File: src/rtl/asyn_fifo_pkg.sv
// Shared async-FIFO definitions: default geometry and Gray/binary pointer helpers.
package asyn_fifo_pkg;

    localparam int unsigned DSIZE_DEF = 8;
    localparam int unsigned ASIZE_DEF = 4;
    localparam int unsigned PTR_MAXW  = 32;

    // Callers zero-extend into PTR_MAXW and truncate the result, so any pointer width up to 32 works.
    function automatic logic [PTR_MAXW-1:0] bin2gray(input logic [PTR_MAXW-1:0] b);
        return b ^ (b >> 1);
    endfunction

    function automatic logic [PTR_MAXW-1:0] gray2bin(input logic [PTR_MAXW-1:0] g);
        logic [PTR_MAXW-1:0] b;
        b = g;
        for (int i = PTR_MAXW - 2; i >= 0; i--) begin
            b[i] = b[i+1] ^ g[i];
        end
        return b;
    endfunction

endpackage

File: src/rtl/fifo_out_reg.sv
// First-word-fall-through output register with a valid/ready handshake and load strobe.
module fifo_out_reg
    import asyn_fifo_pkg::*;
#(
    parameter int unsigned DSIZE = DSIZE_DEF
) (
    input  logic             rclk,
    input  logic             rrst_n,
    input  logic             load,
    input  logic [DSIZE-1:0] din,
    input  logic             ready,
    output logic [DSIZE-1:0] dout,
    output logic             dout_valid
);

    // A load on the same edge as ready replaces the departing word, giving one word per cycle.
    always_ff @(posedge rclk) begin
        if (!rrst_n) begin
            dout       <= '0;
            dout_valid <= 1'b0;
        end else if (load) begin
            dout       <= din;
            dout_valid <= 1'b1;
        end else if (ready) begin
            dout_valid <= 1'b0;
        end
    end

endmodule

File: src/rtl/fifo_rd_ctrl.sv
// Read-side controller of the async FIFO: read pointer, empty flag, fill level
// and the output register that presents the head word.
module fifo_rd_ctrl
    import asyn_fifo_pkg::*;
#(
    parameter int unsigned DSIZE = DSIZE_DEF,
    parameter int unsigned ASIZE = ASIZE_DEF
) (
    input  logic             rclk,
    input  logic             rrst_n,
    input  logic [ASIZE:0]   rq2_wptr,
    input  logic [DSIZE-1:0] rdata,
    output logic [ASIZE-1:0] raddr,
    output logic [ASIZE:0]   rptr,
    output logic             rempty,
    output logic [DSIZE-1:0] dout,
    output logic             dout_valid,
    input  logic             dout_ready,
    output logic [ASIZE:0]   rlevel
);

    localparam int unsigned PW = ASIZE + 1;

    logic [PW-1:0] rbin;
    logic [PW-1:0] rbinnext_c;
    logic [PW-1:0] rgraynext_c;
    logic [PW-1:0] wbin_c;
    logic          pop_c;

    // Pull a word only when memory has one and the output slot is free or freeing.
    assign pop_c       = !rempty && (!dout_valid || dout_ready);
    assign rbinnext_c  = rbin + PW'(pop_c);
    assign rgraynext_c = PW'(bin2gray(PTR_MAXW'(rbinnext_c)));
    assign wbin_c      = PW'(gray2bin(PTR_MAXW'(rq2_wptr)));
    assign raddr       = rbin[ASIZE-1:0];

    // Full-width Gray compare makes empty correct across pointer wrap.
    always_ff @(posedge rclk) begin
        if (!rrst_n) begin
            rbin   <= '0;
            rptr   <= '0;
            rempty <= 1'b1;
            rlevel <= '0;
        end else begin
            rbin   <= rbinnext_c;
            rptr   <= rgraynext_c;
            rempty <= (rgraynext_c == rq2_wptr);
            rlevel <= wbin_c - rbinnext_c;
        end
    end

    fifo_out_reg #(
        .DSIZE (DSIZE)
    ) u_out_reg (
        .rclk       (rclk),
        .rrst_n     (rrst_n),
        .load       (pop_c),
        .din        (rdata),
        .ready      (dout_ready),
        .dout       (dout),
        .dout_valid (dout_valid)
    );

endmodule

File: config.mk
export PLATFORM = sky130hd
export DESIGN_NAME = fifo_rd_ctrl
export DESIGN_NICKNAME = d
export VERILOG_FILES = /design/src/rtl/asyn_fifo_pkg.sv /design/src/rtl/fifo_out_reg.sv /design/src/rtl/fifo_rd_ctrl.sv
export SDC_FILE = /design/constraint.sdc
export NUM_CORES = 1
export LEC_CHECK = 0
export CAP_MARGIN = 40
export CELL_PAD_IN_SITES_DETAIL_PLACEMENT = 1
export CELL_PAD_IN_SITES_GLOBAL_PLACEMENT = 2
export CORE_ASPECT_RATIO = 0.7
export CORE_MARGIN = 2
export CORE_UTILIZATION = 28
export CTS_BUF_LIST = sky130_fd_sc_hd__clkbuf_4
export CTS_CLUSTER_SIZE = 12
export DETAILED_ROUTE_END_ITERATION = 6
export PLACE_DENSITY_LB_ADDON = 0.2
export SYNTH_ARGS = -nofsm -noshare
export SYNTH_HDL_FRONTEND = slang
export SYNTH_SLANG_ARGS = --single-unit
File: constraint.sdc
create_clock -name rclk -period 4.45 [get_ports rclk]
set_clock_uncertainty 0.15 [all_clocks]
set_input_delay 0.445 -clock rclk [delete_from_list [all_inputs] [get_ports rclk]]
set_output_delay 0.445 -clock rclk [all_outputs]
set_load 0.01 [all_outputs]
# Yosys cells after proc, flatten, opt, wreduce, memory -nomap -nowiden
# Index checks and enable logic that the tools add are counted.
[word_totals] reg_bits=25 in_bits=16 output_inout_bits=24 elab_cells=21
[classes] addsub=2 n_eq_ne=1 n_mux=2 n_bitwise=5 n_reduce_logical=5
[ops] cell="$add 5x1->5" n=1
[ops] cell="$eq 5x5->1" n=1
[ops] cell="$sub 5x5->5" n=1
[ops] cell="$xor 5x4->5" n=1
[ops] cell="$xor 1x1->1" n=4
[ops] cell="$logic_not 1->1" n=2
[ops] cell="$mux 1" n=2
[ops] cell="$reduce_bool 2->1" n=1
[ops] cell="$logic_and 1x1->1" n=1
[ops] cell="$logic_or 1x1->1" n=1

# Depth between registers and ports, before layout
[logic_depth] ltp_word=6 depth_mapped=12 depth_no_buf=11

# By module
# Synthesis repeated with hierarchy kept, for this count alone.
[hier_totals] cells_unflattened=108 hier_area_um2=1147.4
[modules_own_cells] mod="fifo_rd_ctrl" n_inst=1 cells_each=80 area_each_um2=812.0 seq_area_each_um2=300.3
[modules_own_cells] mod="fifo_out_reg" n_inst=1 cells_each=28 area_each_um2=335.3 seq_area_each_um2=180.2

# Worst setup path after synthesis
# Ideal clock, no wire load.
[synth_path] path_kind="input -> register" startpoint="input dout_ready" endpoint="register rlevel[4]" setup_time_ps=115 arrival_time_ps=3035 required_ps=4185 path_slack_ps=1150 stages=12 n_path_buf=1 path_cell_list="nand2b_1 > nor2b_1 > clkbuf_1 > ha_1 > ha_1 > xor2_2 > inv_1 > ha_1 > a21o_1 > maj3_1 > xnor2_1 > and2_1"
[synth_between] elab_chain_len=4
[synth_lines] element="from (decl)" line="fifo_rd_ctrl.sv:18" source="input logic dout_ready,"
[synth_lines] element="$logic_or 1x1->1" line="fifo_rd_ctrl.sv:31" source="assign pop_c = !rempty && (!dout_valid || dout_ready);"
[synth_lines] element="$logic_and 1x1->1" line="fifo_rd_ctrl.sv:31"
[synth_lines] element="net pop_c" line="fifo_rd_ctrl.sv:28" source="logic pop_c;"
[synth_lines] element="$add 5x1->5" line="fifo_rd_ctrl.sv:32" source="assign rbinnext_c = rbin + PW'(pop_c);"
[synth_lines] element="$sub 5x5->5" line="fifo_rd_ctrl.sv:48" source="rlevel <= wbin_c - rbinnext_c;"
[synth_lines] element="to (signal assigned)" line="fifo_rd_ctrl.sv:48"
[synth_lines] element="to (decl)" line="fifo_rd_ctrl.sv:19" source="output logic [ASIZE:0] rlevel"
# The timed path passes the listed nets, and every way through them passes these cells.
# A chain may end at the register's enable or synchronous reset.

# Final worst setup path
[layout_path] startpoint="input dout_ready" endpoint="register rlevel[4]"
[layout_between] elab_chain_len=4
[layout_lines] element="$logic_or 1x1->1" line="fifo_rd_ctrl.sv:31"
[layout_lines] element="$logic_and 1x1->1" line="fifo_rd_ctrl.sv:31"
[layout_lines] element="$add 5x1->5" line="fifo_rd_ctrl.sv:32"
[layout_lines] element="$sub 5x5->5" line="fifo_rd_ctrl.sv:48"
# Every way passes these cells.

==> reports/results.md <==
| Quantity | Reported | Unit |
| --- | --- | --- |
| Run status | complete, no violations | - |
| Internal power | 0.364 | mW |
| Total routing resource utilization after global routing | 0.119 | - |
| Clk Latency, worst-skew pair | 320 | ps |
| Min-Delay Endpoint | u_out_reg.dout_valid | - |
| Sw Ratio | 0.283 | - |
| Std cell rows | 19 | - |
| Post-route ant nets | 0 | - |
| Critical path endpoint category | flip-flop | - |
| Width of the die | 80.8 | um |
| Relative slew slack | 0.510 | - |
| Final period utilization | 0.769 | - |
| Hold_buf cts | 0 | - |
| Clock power frac | 0.192 | - |
| Clock buffers created by TritonCTS | 3 | - |
| Fin crit period | 3420 | ps |
| Clock Root Buffer | sky130_fd_sc_hd__clkbuf_4 | - |
| Total of buffers placed on input and output ports | 39 | - |
| Vias per Instance | 4.28 | - |
| CP max stage cell | sky130_fd_sc_hd__clkdlybuf4s50_1 | - |
| Boundary pin count | 40 | - |
| Portion of total power attributed to combinational logic | 0.325 | - |
| Required @ worst endpoint | 4530 | ps |
| Die ar. | 0.00467 | sq mm |
| Routability congestion estimate from global placement | 0.804 | - |
| Post-synthesis cell type count | 27 | - |
| Initial Utilization | 0.293 | - |
| Worst supply voltage drop on vdd | 0.109 | mV |
| Ratio of cells with drive above 1 in the final layout | 0.0608 | - |
| Warnings from Yosys | 0 | - |
| Filler cell count | 461 | - |
| Depth of the CTS H-tree | 1 | - |
| Launch point of the worst reg-to-reg path | u_out_reg.dout_valid | - |
| DRC violations left | 0 | - |
| Fin nets | 172 | - |
| Pin count of the biggest net entering global routing | 25 | - |
| Deepest clock path buffer count | 2 | - |
| Initial drt markers | 20 | - |
| Core area | 0.00395 | sq mm |
| Area of the multi-input gates | 646 | sq um |
| Most frequent CP cell | sky130_fd_sc_hd__ha_1 | - |
| Total setup violations reported at the end of the flow | 0 | - |
| Reg2reg path depth | 12 | - |
| Part of the total power dissipated in sequential elements | 0.483 | - |
| Number of clock sinks | 24 | - |
| TritonCTS clock tree | built | - |
| Sequential fraction of the synthesis area | 0.416 | - |
| Vias in the first global route | 920 | - |
| Launch instance of the worst min-delay path | rempty | - |
| Sum of negative setup slack | 0 | ps |
| Initial antenna violation count | 0 | - |
| Launching element type of the critical path | primary input | - |
| Worst hold slack | 360 | ps |
| Routed Wire Length | 2.59 | mm |
| Relative area change from synthesis to final layout | 41.0 | % |
| Final-report max-slew violation count | 0 | - |
| Synthesized cell area | 0.00116 | sq mm |
| Critical Path Fanout Max | 9 | - |
| Routed wirelength normalized by instance count | 12.9 | um |
| Total gr overflow | 0 | - |
| Wire length of the first global-routing pass | 4.34 | mm |
| Total nets after synthesis | 130 | - |
| Capture point of the worst reg-to-reg path | rlevel[4] | - |
| CP Class | in2reg | - |
| Highest Clock Rate | 292 | MHz |
| Estimated wirelength of the detail-placed design | 1.96 | mm |
| Number of synthesized register bits | 24 | - |
| NetSw | 0.144 | mW |
| Depth of the worst hold-timing path | 1 | - |
| P per Cell Area | 311 | mW/mm^2 |
| Setup repair after global routing missed its margin | false | - |
| Post-CTS setup-driven buffer insertion count | 0 | - |
| Arr. time, crit path | 3500 | ps |
| Synthesized instance count | 108 | - |
| Count of antenna diodes in the layout | 0 | - |
| Height of the die | 57.8 | um |
| Beginning of the critical path | dout_ready | - |
| Total of max-cap violations | 0 | - |
| Number of detailed-route iterations in the first pass | 4 | - |
| Cells along the critical path | clkdlybuf4s50_1 -> nand2b_1 -> nor2b_1 -> buf_4 -> ha_1 -> ha_1 -> xor2_2 -> inv_1 -> ha_1 -> a21o_1 -> maj3_1 -> xnor2_1 -> and2_1 | - |
| Actual slew at the worst max-slew pin | 733 | ps |
| Number of vias in the routed layout | 855 | - |
| Register-to-register setup slack | 1310 | ps |
| HP Class | reg2reg | - |
| Number of gates given a new drive strength after cts | 0 | - |
| Worst stage delay on the critical path | 450 | ps |
| Average cell area after synthesis | 10.7 | sq um |
| Static Leak | 0.646 | nW |
| Sequential cell area | 480 | sq um |
| Final hold violations | 0 | - |
| Clk pin slew, worst setup/hold paths | 140 | ps |
## state kept, by name (all words and copies together) (netlist names)
signal and count:
rempty 1, rptr 5, rlevel 5, rbin 4, u_out_reg.dout_valid 1, u_out_reg.dout 8
## how the worst max path moves through the flow
stage,endpoint,slack [ps],depth (start not counted)
after floorplan,rlevel[4],1150,12
after global placement,rlevel[4],800,12
after detailed placement,rlevel[4],690,13
after CTS,rlevel[4],1020,13
after global routing,rlevel[4],820,13
final,rlevel[4],1030,13
## synthesized netlist by cell type
library cell / number / area share
sky130_fd_sc_hd__nand2_1: 2 / 0.0065
sky130_fd_sc_hd__inv_1: 5 / 0.016
sky130_fd_sc_hd__and2_2: 1 / 0.0065
sky130_fd_sc_hd__clkbuf_1: 3 / 0.0097
sky130_fd_sc_hd__a21oi_1: 2 / 0.0087
sky130_fd_sc_hd__and4b_2: 1 / 0.0097
sky130_fd_sc_hd__fa_1: 1 / 0.017
sky130_fd_sc_hd__nor3_1: 1 / 0.0043
sky130_fd_sc_hd__dfxtp_1: 24 / 0.42
sky130_fd_sc_hd__nand2b_1: 1 / 0.0054
sky130_fd_sc_hd__and2_1: 10 / 0.054
sky130_fd_sc_hd__nand3_1: 1 / 0.0043
sky130_fd_sc_hd__and3_1: 2 / 0.011
sky130_fd_sc_hd__mux2i_1: 8 / 0.069
sky130_fd_sc_hd__o22ai_1: 1 / 0.0054
sky130_fd_sc_hd__nor2b_1: 12 / 0.065
sky130_fd_sc_hd__xnor2_2: 1 / 0.014
sky130_fd_sc_hd__a21o_1: 2 / 0.013
sky130_fd_sc_hd__xor2_1: 7 / 0.053
sky130_fd_sc_hd__o41ai_2: 1 / 0.014
sky130_fd_sc_hd__ha_1: 5 / 0.054
sky130_fd_sc_hd__xnor3_1: 1 / 0.019
sky130_fd_sc_hd__xnor2_1: 12 / 0.091
sky130_fd_sc_hd__maj3_1: 1 / 0.0087
sky130_fd_sc_hd__xor2_2: 1 / 0.014
sky130_fd_sc_hd__a21boi_0: 1 / 0.0065
sky130_fd_sc_hd__nor2_1: 1 / 0.0032
## through the flow
stage                     cells  setup WS (ps)  total power, mW  utilization  cell area (sq um)
after floorplan             108           1150            0.341            -               1160
after global placement      197            797            0.414        0.407               1610
after detailed placement    197            694            0.418        0.407               1610
after CTS                   200           1020            0.518        0.413               1630
after global routing        200            822            0.545        0.413               1630
final                       200           1030            0.508        0.413               1630
## per-layer routing
layer | part of all wire | GRT usage | wire length (um)
met1 | 0.50 | 0.163 | 1300
met2 | 0.45 | 0.192 | 1160
met3 | 0.044 | 0.0343 | 114
met4 | 0.0050 | 0.0145 | 13
met5 | 0 | 0 | 0
## cells by family (layout without fill, tap and decap cells)
| family | Yosys count | after routing | share of synthesized area |
|---|---|---|---|
| AOI/OAI and AO/OA | 7 | 7 | 0.0476 |
| xor gates and xnor gates | 22 | 22 | 0.192 |
| adders and majority gates | 7 | 7 | 0.0801 |
| buffers and inverters | 8 | 48 | 0.0260 |
| DFF | 24 | 24 | 0.416 |
| muxes | 8 | 8 | 0.0693 |
| and+or+nand+nor | 32 | 32 | 0.170 |
## power groups by stage
stage / Combinational [mW] / Sequential [mW] / Clock [mW]
global route: 0.186 / 0.248 / 0.111
global placement: 0.165 / 0.249 / 0
CTS: 0.168 / 0.246 / 0.104
finish: 0.165 / 0.245 / 0.0972
detailed placement: 0.167 / 0.251 / 0
floorplan: 0.0795 / 0.261 / 0
## worst max-delay path: cells and delay by family
kind                       cells  cell delay [ps]
buffers and inverters          3              740
and+or+nand+nor                3              390
xor gates and xnor gates       2              450
adders and majority gates      4             1290
AOI/OAI and AO/OA              1              180
## area by class of cell
cell class,instances,area share
clock buffers,3,0.0138
inverters,5,0.0115
multi-input cells,76,0.396
flip-flops and latches,24,0.295
well taps,52,0.0399
repair buffers,40,0.244
## cells in the final DEF, fill, tap and decap left out, types with 2 or more instances in the layout
cell	netlist	routed
sky130_fd_sc_hd__clkdlybuf4s50_1	0	39
sky130_fd_sc_hd__dfxtp_1	24	24
sky130_fd_sc_hd__nor2b_1	12	12
sky130_fd_sc_hd__xnor2_1	12	12
sky130_fd_sc_hd__and2_1	10	10
sky130_fd_sc_hd__mux2i_1	8	8
sky130_fd_sc_hd__xor2_1	7	7
sky130_fd_sc_hd__inv_1	5	5
sky130_fd_sc_hd__ha_1	5	5
sky130_fd_sc_hd__clkbuf_4	0	3
sky130_fd_sc_hd__nand2_1	2	2
sky130_fd_sc_hd__a21oi_1	2	2
sky130_fd_sc_hd__and3_1	2	2
sky130_fd_sc_hd__a21o_1	2	2
(Power assumes the default switching activity.)
